===== src/rtl/dec_queue_stage.sv =====
// Buffered MIPS32-subset decode stage: DEPTH-entry instruction FIFO feeding a registered
// decoded-output stage. Optional macro DEC_SPECIAL2_EN enables SPECIAL2 MUL/MADD(U)/MSUB(U).
module dec_queue_stage #(
  parameter int DEPTH = 4,
  parameter int PC_W  = 32,
  parameter int CNT_W = $clog2(DEPTH) + 1
) (
  input  logic             clk,
  input  logic             resetn,
  input  logic             flush,
  input  logic             in_valid,
  output logic             in_ready,
  input  logic [31:0]      in_inst,
  input  logic [PC_W-1:0]  in_pc,
  output logic             out_valid,
  input  logic             out_ready,
  output logic [31:0]      out_inst,
  output logic [PC_W-1:0]  out_pc,
  output logic [20:0]      out_ctrl,
  output logic [CNT_W-1:0] occupancy
);

  localparam int PTR_W = $clog2(DEPTH);

  typedef struct packed {
    logic       is_eret;
    logic       is_break;
    logic       is_syscall;
    logic       is_invalid;
    logic       mflo;
    logic       mfhi;
    logic       cp0toreg;
    logic       hilotoreg;
    logic       memread;
    logic       regwrite;
    logic [1:0] regdst;
    logic       alusrc;
    logic       branch;
    logic       memwrite;
    logic       memtoreg;
    logic       jump;
    logic       hilo_write;
    logic       jbral;
    logic       jr;
    logic       cp0_write;
  } ctrl_t;

  function automatic ctrl_t decode(input logic [31:0] inst);
    ctrl_t      c;
    logic [5:0] op;
    logic [5:0] fn;
    logic [4:0] rs;
    logic [4:0] rt;
    op = inst[31:26];
    rs = inst[25:21];
    rt = inst[20:16];
    fn = inst[5:0];
    c  = '0;
    case (op)
      6'h00: begin
        case (fn)
          6'h00, 6'h02, 6'h03, 6'h04, 6'h06, 6'h07,
          6'h20, 6'h21, 6'h22, 6'h23, 6'h24, 6'h25, 6'h26, 6'h27,
          6'h2A, 6'h2B: begin
            c.regwrite = 1'b1;
            c.regdst   = 2'b01;
          end
          6'h10: begin
            c.regwrite  = 1'b1;
            c.regdst    = 2'b01;
            c.hilotoreg = 1'b1;
            c.mfhi      = 1'b1;
          end
          6'h12: begin
            c.regwrite  = 1'b1;
            c.regdst    = 2'b01;
            c.hilotoreg = 1'b1;
            c.mflo      = 1'b1;
          end
          6'h11, 6'h13, 6'h18, 6'h19, 6'h1A, 6'h1B: c.hilo_write = 1'b1;
          6'h08: begin
            c.jump = 1'b1;
            c.jr   = 1'b1;
          end
          6'h09: begin
            c.regwrite = 1'b1;
            c.regdst   = 2'b01;
            c.jump     = 1'b1;
            c.jr       = 1'b1;
            c.jbral    = 1'b1;
          end
          6'h0C:   c.is_syscall = 1'b1;
          6'h0D:   c.is_break   = 1'b1;
          default: c.is_invalid = 1'b1;
        endcase
      end
      6'h01: begin
        case (rt)
          5'h00, 5'h01: c.branch = 1'b1;
          5'h10, 5'h11: begin
            c.branch   = 1'b1;
            c.regwrite = 1'b1;
            c.regdst   = 2'b10;
            c.jbral    = 1'b1;
          end
          default: c.is_invalid = 1'b1;
        endcase
      end
      6'h02: c.jump = 1'b1;
      6'h03: begin
        c.jump     = 1'b1;
        c.regwrite = 1'b1;
        c.regdst   = 2'b10;
        c.jbral    = 1'b1;
      end
      6'h04, 6'h05, 6'h06, 6'h07: c.branch = 1'b1;
      6'h08, 6'h09, 6'h0A, 6'h0B, 6'h0C, 6'h0D, 6'h0E, 6'h0F: begin
        c.regwrite = 1'b1;
        c.alusrc   = 1'b1;
      end
      6'h10: begin
        if (inst == 32'h4200_0018) c.is_eret = 1'b1;
        else if (rs == 5'h00) begin
          c.regwrite = 1'b1;
          c.cp0toreg = 1'b1;
        end
        else if (rs == 5'h04) c.cp0_write = 1'b1;
        else c.is_invalid = 1'b1;
      end
`ifdef DEC_SPECIAL2_EN
      6'h1C: begin
        case (fn)
          6'h02: begin
            c.regwrite = 1'b1;
            c.regdst   = 2'b01;
          end
          6'h00, 6'h01, 6'h04, 6'h05: c.hilo_write = 1'b1;
          default: c.is_invalid = 1'b1;
        endcase
      end
`endif
      6'h20, 6'h21, 6'h23, 6'h24, 6'h25: begin
        c.regwrite = 1'b1;
        c.alusrc   = 1'b1;
        c.memtoreg = 1'b1;
        c.memread  = 1'b1;
      end
      6'h28, 6'h29, 6'h2B: begin
        c.alusrc   = 1'b1;
        c.memwrite = 1'b1;
      end
      default: c.is_invalid = 1'b1;
    endcase
    return c;
  endfunction

  logic [31+PC_W:0] mem_q [DEPTH];
  logic [PTR_W-1:0] wr_q, wr_d;
  logic [PTR_W-1:0] rd_q, rd_d;
  logic [CNT_W-1:0] cnt_q, cnt_d;
  logic             out_valid_q;
  logic [31:0]      out_inst_q;
  logic [PC_W-1:0]  out_pc_q;
  ctrl_t            out_ctrl_q;

  logic             push, pop, load, fifo_take, bypass, fifo_write;
  logic [31:0]      src_inst;
  logic [PC_W-1:0]  src_pc;

  assign in_ready = (cnt_q < CNT_W'(DEPTH)) & ~flush;
  assign push     = in_valid & in_ready;
  assign pop      = out_valid_q & out_ready;
  assign load     = ~out_valid_q | pop;

  // Bypass only from an empty FIFO so older entries always leave first.
  assign fifo_take  = load & (cnt_q != '0);
  assign bypass     = load & (cnt_q == '0) & push;
  assign fifo_write = push & ~bypass;

  always_comb begin
    src_inst = in_inst;
    src_pc   = in_pc;
    if (fifo_take) {src_inst, src_pc} = mem_q[rd_q];
    wr_d  = fifo_write ? wr_q + PTR_W'(1) : wr_q;
    rd_d  = fifo_take  ? rd_q + PTR_W'(1) : rd_q;
    cnt_d = cnt_q + CNT_W'(fifo_write) - CNT_W'(fifo_take);
  end

  always_ff @(posedge clk) begin
    if (fifo_write) mem_q[wr_q] <= {in_inst, in_pc};
  end

  always_ff @(posedge clk) begin
    if (!resetn) begin
      wr_q        <= '0;
      rd_q        <= '0;
      cnt_q       <= '0;
      out_valid_q <= 1'b0;
      out_inst_q  <= '0;
      out_pc_q    <= '0;
      out_ctrl_q  <= '0;
    end else if (flush) begin
      wr_q        <= '0;
      rd_q        <= '0;
      cnt_q       <= '0;
      out_valid_q <= 1'b0;
    end else begin
      wr_q  <= wr_d;
      rd_q  <= rd_d;
      cnt_q <= cnt_d;
      if (load) begin
        out_valid_q <= fifo_take | bypass;
        if (fifo_take | bypass) begin
          out_inst_q <= src_inst;
          out_pc_q   <= src_pc;
          out_ctrl_q <= decode(src_inst);
        end
      end
    end
  end

  assign out_valid = out_valid_q;
  assign out_inst  = out_inst_q;
  assign out_pc    = out_pc_q;
  assign out_ctrl  = out_ctrl_q;
  assign occupancy = cnt_q;

endmodule


===== config.mk =====
export PLATFORM = sky130hd
export DESIGN_NAME = dec_queue_stage
export DESIGN_NICKNAME = d
export VERILOG_FILES = /design/src/rtl/dec_queue_stage.sv
export SDC_FILE = /design/constraint.sdc
export NUM_CORES = 1
export LEC_CHECK = 0
export BUFFER_PORTS_ARGS = -buffer_cell sky130_fd_sc_hd__buf_2
export CAP_MARGIN = 10
export CORE_MARGIN = 2
export CORE_UTILIZATION = 45
export CTS_BUF_LIST = sky130_fd_sc_hd__clkbuf_8
export DETAILED_ROUTE_END_ITERATION = 8
export GPL_TIMING_DRIVEN = 0
export PLACE_DENSITY = 0.65
export SLEW_MARGIN = 30
export SYNTH_ARGS = -nofsm -noshare
export SYNTH_HDL_FRONTEND = slang
export SYNTH_SLANG_ARGS = --single-unit
export TNS_END_PERCENT = 10

===== constraint.sdc =====
create_clock -name clk -period 3.53 [get_ports clk]
set_input_delay 0.1765 -clock clk [delete_from_list [all_inputs] [get_ports clk]]
set_output_delay 0.1765 -clock clk [all_outputs]
set_load 0.02 [all_outputs]

---- After elaboration in Yosys (flattened, before gate mapping) ----
Memory sizes are Yosys's and may differ from the RTL's. A register that Yosys moved wholly into a read port is not among the register bits.
Cells that the tools add are included.
operators by class
  $add $sub $neg .......................... 4
  reduce and logical (&&, ||, !) cells .... 22
  multiplexer cells ....................... 46
  equal/unequal tests ..................... 56
  bitwise operators ....................... 13
  magnitude comparators ................... 1
operator list
  operator                                          number
  == test 6 bit (second input constant)             18
  == test 6 x 4 -> 1 bit (second input constant)    12
  two-way mux 32 bit                                2
  == test 6 x 5 -> 1 bit (second input constant)    9
  == test 6 x 3 -> 1 bit (second input constant)    7
  == test 32 x 31 -> 1 bit (second input constant)  1
  two-way mux 1 bit                                 32
  OR reduction 28 bit                               1
  == test 6 x 2 -> 1 bit (second input constant)    4
  OR reduction 22 bit                               1
  OR reduction 19 bit                               1
  OR reduction 16 bit                               1
  OR reduction 14 bit                               1
  logical NOT 6 bit                                 2
  == test 5 bit (second input constant)             2
  logical NOT 5 bit                                 2
  OR reduction 2 bit                                5
  two-way mux 2 bit                                 4
  one-hot mux 1 bit (4 select lines)                2
  OR reduction 4 bit                                2
  bitwise AND 1 bit                                 7
  == test 6 x 1 -> 1 bit (second input constant)    1
  two-way mux 3 bit                                 2
  one-hot mux 2 bit (3 select lines)                1
  other kinds (16)                                  22
word-level totals
  input port bits ......................... 69
  memories kept ........................... 1
  RAM bits ................................ 256
  logic and storage cells ................. 168
  bits in registers ....................... 92
memory list
  memory  words  width  read ports  clocked after Yosys merged registers in  write ports  RTL line  source
  mem_q   4      64     1           1                                        1            157       logic [31+PC_W:0] mem_q [DEPTH];

---- Logic depth before layout (Yosys ltp) ----
  word-level depth ........................ 9
  gate-level depth with buffers ........... 15
  mapped depth without buffers ............ 12

---- Least setup slack after synthesis ----
OpenSTA, ideal clock, no wires.
  kind .................................... register to register
  start point ............................. register cnt_q[2], in the netlist occupancy[2]
  end point ............................... memory mem_q[1][0] (netlist name), enable pin
  path buffers ............................ 0
  cell stages (with the launch flop) ...... 5
  data arrival time ....................... 2.865 ns
  setup slack ............................. 0.236 ns
  cell sequence ........................... dfxtp_1 -> nor2_1 -> nand2_1 -> a21oi_1 -> and2_1
between the ends
  longest elaborated chain between the ends .. 8
  elaborated cells on any way between the ends .. 10
RTL lines
  element                                    RTL line  source
  from (decl)                                160       logic [CNT_W-1:0] cnt_q, cnt_d;
  from (signal assigned)                     210       cnt_q <= cnt_d;
  less-than comparator 3 bit *               170       assign in_ready = (cnt_q < CNT_W'(DEPTH)) & ~flush;
  bitwise AND 1 bit *                        170
  named net in_ready                         12        output logic in_ready,
  bitwise AND 1 bit *                        171       assign push = in_valid & in_ready;
  bitwise AND 1 bit                          177       assign bypass = load & (cnt_q == '0) & push;
  inverter 1 bit                             178       assign fifo_write = push & ~bypass;
  bitwise AND 1 bit *                        178
  two-way mux 1 bit *                        190       if (fifo_write) mem_q[wr_q] <= {in_inst, in_pc};
  two-way mux 1 bit (implied by the code) *  190
  to (decl)                                  157
Mark *: on every way through the listed nets, which the timed path passes. The rest lies on a longest branch.

==> PnR_summary.wiki <==
{| class="wikitable"
! Metric !! Value
|-
| Headroom to the max-slew limit || 0.486
|-
| Sum of routed wire length over all layers || 34900 µm
|-
| Number of antenna violations at the first check in global routing || 0
|-
| Placed wire-length estimate || between 20000 and 25000 µm
|-
| Number of fill cells || between 2000 and 3000
|-
| Share of the cycle needed by the critical path after routing || 0.952
|-
| Arrival time of the worst setup path || 3.84 ns
|-
| Clock buffers created by TritonCTS || 53
|-
| Final Non-Filler Cells || 1593
|-
| Maximum fanout along the worst path || 10
|-
| Gpl congestion || between 0.9 and 1
|-
| Number of global-route vias before repair || 9014
|-
| Total of max-cap violations || 0
|-
| Overall global routing resource usage || 0.213
|-
| Setup violation total in the final timing report || 0
|-
| Total internal power || approximately 7.7 mW
|-
| Count of synthesis-stage warnings from yosys || 0
|-
| Number of vias after detailed routing || between 8000 and 9000
|-
| Area added between synthesis and finish || 21.6%
|-
| Static Leakage || 6.18 nW
|-
| Cell variety after synth || between 60 and 70
|-
| Cell count of the worst reg-to-reg path || 9
|-
| Final count of pins violating max slew || 0
|-
| Register area share after synthesis || 0.689
|-
| FMAX || 298 MHz
|-
| Net count reported at finish || 1228
|-
| Total number of clock tree sinks || 350
|-
| Storage element area || 0.00957 mm²
|-
| Antenna Nets Post-Route || 0
|-
| Synthesized Nets || 949
|-
| Initial standard-cell utilization of the core || 0.455
|-
| Drt initial violations || 866
|-
| Slew @ Worst Pin || 0.771 ns
|-
| Detail-routed net length per standard cell || 21.9 µm
|-
| Die outline height || around 180 µm
|-
| RSZ-0062 raised after global routing || no
|-
| Worst hold slack after final layout || between 0.07 and 0.08 ns
|-
| Wire length of the first global-routing pass || 52600 µm
|-
| Kind of critical path || reg2reg
|-
| Clock skew after layout || 0.0324 ns
|-
| Min Tclk post-route || 3.36 ns
|-
| Share of power burned in registers || 0.413
|-
| Total Power Consumption || roughly 12 mW
|-
| Area of combinational cells with multiple inputs || 0.00406 mm²
|-
| Core Region || approximately 0.031 mm²
|-
| End of the worst register-to-register path || out_ctrl[17]$_SDFFE_PN0P_
|-
| Syn_area_per_cell || between 15 and 20 µm²
|-
| Clock tree from TritonCTS || yes
|-
| # placed instances || 1431
|-
| Clock-pin slew on the worst setup and hold paths || roughly 0.060 ns
|-
| Average via count per standard cell || 5.58
|-
| Die outline width || 180 µm
|-
| Startpoint kind of the worst setup timing path || register
|-
| Count of mapped cells out of synthesis || 873
|-
| Maximum number of pins on one net before global-route repair || 39
|-
| Class of the most critical hold timing path || in2reg
|-
| Latest clock arrival within the worst-skew pair || 0.59 ns
|-
| Post-synthesis instance area || 0.0139 mm²
|-
| Required time of the critical path || 4.01 ns
|-
| Clock root cell || sky130_fd_sc_hd__clkbuf_8
|-
| Proportion of total power due to net switching || 0.369
|-
| Number of levels in the clock H-tree || 2
|-
| PwrDens || 720 mW/mm²
|-
| Power share of the clock group || 0.246
|-
| Net switching power of the design || roughly 4.5 mW
|-
| Total congestion overflow after global routing || 0
|-
| Pre-Repair DR Iteration Count || 6
|-
| Port bufs || roughly 160
|-
| Number of synthesized register bits || 350
|-
| Final count of hold timing violations || 0
|-
| Ratio of cells with drive above 1 in the final layout || 0.263
|-
| EDFF count, synth || 256
|-
| Worst vdd ir || 0.000327 V
|-
| Outcome || completed
|-
| Startpoint of the worst hold path || in_valid
|-
| Number of buffers on the longest clock path || 3
|-
| Relative contribution of combinational cells to total power || 0.341
|-
| I/O pins || around 160
|-
| Diodes inserted || 0
|-
| Worst reg-to-reg setup slack || 0.17 ns
|-
| Post-route setup TNS || 0 ns
|-
| Critical Path End || out_ctrl[17]$_SDFFE_PN0P_
|-
| Sort of element at the end of the critical path || register
|-
| DRC violation count after routing || 0
|-
| Proportion of register bits with asynchronous set or reset after synthesis || 0
|-
| Overall die area || 0.0323 mm²
|-
| Number of core rows || 64
|-
| Top_reg_cell synth || sky130_fd_sc_hd__edfxtp_1
|}
-- Yosys cell counts, types with 5 or more instances --
library cell,count,area [µm²]
sky130_fd_sc_hd__edfxtp_1,256,7690
sky130_fd_sc_hd__a21oi_1,21,105
sky130_fd_sc_hd__dfxtp_1,94,1880
sky130_fd_sc_hd__nor4_1,7,43.8
sky130_fd_sc_hd__nor2_1,23,86.3
sky130_fd_sc_hd__o21ai_0,18,90.1
sky130_fd_sc_hd__mux4_1,13,342
sky130_fd_sc_hd__and2_1,9,56.3
sky130_fd_sc_hd__a21boi_0,40,300
sky130_fd_sc_hd__mux2i_1,11,110
sky130_fd_sc_hd__buf_2,10,50.1
sky130_fd_sc_hd__ha_1,6,75.1
sky130_fd_sc_hd__nand3_1,25,125
sky130_fd_sc_hd__inv_1,6,22.5
sky130_fd_sc_hd__nor3_1,8,40.0
sky130_fd_sc_hd__o211a_1,24,240
sky130_fd_sc_hd__clkbuf_1,41,154
sky130_fd_sc_hd__mux4_2,51,1150
sky130_fd_sc_hd__nor2b_1,8,50.1
sky130_fd_sc_hd__nand2_1,94,353
sky130_fd_sc_hd__a22oi_1,6,45.0
sky130_fd_sc_hd__o221ai_1,32,280
sky130_fd_sc_hd__buf_1,5,18.8
-- worst min-delay path by stage --
stage | cells after the start | to | slack [ns]
6_report | 3 | out_valid$_SDFFE_PP0N_ | 0.08
5_1_grt | 3 | out_valid$_SDFFE_PP0N_ | 0.07
4_1_cts | 3 | out_valid$_SDFFE_PP0N_ | 0.05
3_5_place_dp | 1 | mem_q[0][28]$_DFFE_PP_ | 0.41
3_3_place_gp | 1 | mem_q[0][28]$_DFFE_PP_ | 0.41
2_1_floorplan | 0 | mem_q[0][0]$_DFFE_PP_ | 0.28
-- critical path, stage by stage (launching register included) --
cell and delay, ns:
sky130_fd_sc_hd__dfxtp_1 0.30, sky130_fd_sc_hd__buf_2 0.25, sky130_fd_sc_hd__buf_2 0.35, sky130_fd_sc_hd__mux4_2 0.37, sky130_fd_sc_hd__or4_1 0.57, sky130_fd_sc_hd__o31ai_1 0.49, sky130_fd_sc_hd__o2111ai_1 0.23, sky130_fd_sc_hd__and4bb_1 0.38
sky130_fd_sc_hd__o221ai_2 0.10, sky130_fd_sc_hd__o221a_1 0.23
-- layout make-up --
| type | instances | share of cell area |
|---|---|---|
| plain buffers | 57 | 0.0155 |
| repair buffers | 226 | 0.0908 |
| inverters | 7 | 0.00156 |
| clock inverters | 45 | 0.0115 |
| clock buffers | 55 | 0.0448 |
| flip-flops and latches | 350 | 0.566 |
| well taps | 396 | 0.0293 |
| multi-input cells | 457 | 0.240 |
-- stage by stage --
step / utilization / cell area, µm² / worst slack [ns]
3_3_place_gp: 0.498 / 15200 / -1.20
4_1_cts: 0.553 / 16900 / 0.0541
2_1_floorplan: - / 13900 / 0.236
5_1_grt: 0.554 / 16900 / 0.0189
6_report: 0.554 / 16900 / 0.170
3_5_place_dp: 0.501 / 15300 / -0.892
-- power by group through the flow --
| stage | registers [mW] | clock network, mW | logic, mW |
|---|---|---|---|
| after floorplan | 5.42 | 0 | 2.30 |
| after global placement | 5.12 | 0 | 4.04 |
| after detailed placement | 5.11 | 0 | 4.09 |
| after CTS | 5.02 | 3.04 | 4.15 |
| after global routing | 5.06 | 3.20 | 4.48 |
| final | 5.02 | 2.99 | 4.15 |
-- layout by cell type, fill, tap and decap left out, types with 7 or more instances in the layout --
cell type                         n
sky130_fd_sc_hd__a21boi_0        40
sky130_fd_sc_hd__a21oi_1         21
sky130_fd_sc_hd__buf_2          168
sky130_fd_sc_hd__clkbuf_1        37
sky130_fd_sc_hd__clkbuf_8        55
sky130_fd_sc_hd__clkinv_1         8
sky130_fd_sc_hd__clkinv_2         9
sky130_fd_sc_hd__dfxtp_1         94
sky130_fd_sc_hd__dlygate4sd3_1   64
sky130_fd_sc_hd__edfxtp_1       256
sky130_fd_sc_hd__inv_1           31
sky130_fd_sc_hd__mux2i_1         11
sky130_fd_sc_hd__mux4_1          13
sky130_fd_sc_hd__mux4_2          51
sky130_fd_sc_hd__nand2_1         94
sky130_fd_sc_hd__nand3_1         25
sky130_fd_sc_hd__nor2_1          23
sky130_fd_sc_hd__nor2b_1          8
sky130_fd_sc_hd__nor3_1           8
sky130_fd_sc_hd__nor4_1           7
sky130_fd_sc_hd__o211a_1         24
sky130_fd_sc_hd__o21ai_0         18
sky130_fd_sc_hd__o221ai_1        32
-- flip-flops by register name, indices dropped and copies added (netlist names), named ones only --
| signal | count |
|---|---|
| out_valid | 1 |
| mem_q | 256 |
| wr_q | 2 |
| rd_q | 2 |
| out_ctrl | 20 |
| out_inst | 32 |
| occupancy | 3 |
| out_pc | 32 |
-- routing by layer --
metal / part of all wire / global-route usage / vias to the layer above / routed length (µm)
met4: 0.035 / 0.0839 / 0 / 1220
met1: 0.44 / 0.293 / 4522 / 15300
li1: - / - / 4036 / -
met2: 0.47 / 0.339 / 273 / 16500
met3: 0.053 / 0.0397 / 63 / 1840
met5: 0 / 0 / - / 0
-- what timing repair did --
item | CTS | global route
hold buffers | 64 | 0
gates resized for setup | 2 | 6
hold endpoints to repair | 259 | 0
gates cloned | 0 | 0
pin swaps | 0 | 0
buffers inserted | 0 | 0
endpoints found under the setup margin | 3 | 16
-- cells by family (layout without fill, tap and decap cells) --
kind of cell | count (synthesis) | in the layout | share of synthesized area
adder cells (fa/ha/maj) | 7 | 7 | 0.00684
AND/OR/NAND/NOR | 200 | 200 | 0.0693
buffers and inverters | 66 | 390 | 0.0207
XOR/XNOR | 5 | 5 | 0.00315
flip-flops | 350 | 350 | 0.689
multiplexers | 79 | 79 | 0.118
AO/OA/AOI/OAI | 166 | 166 | 0.0928
Note: power is estimated with default switching activity, not from simulation.
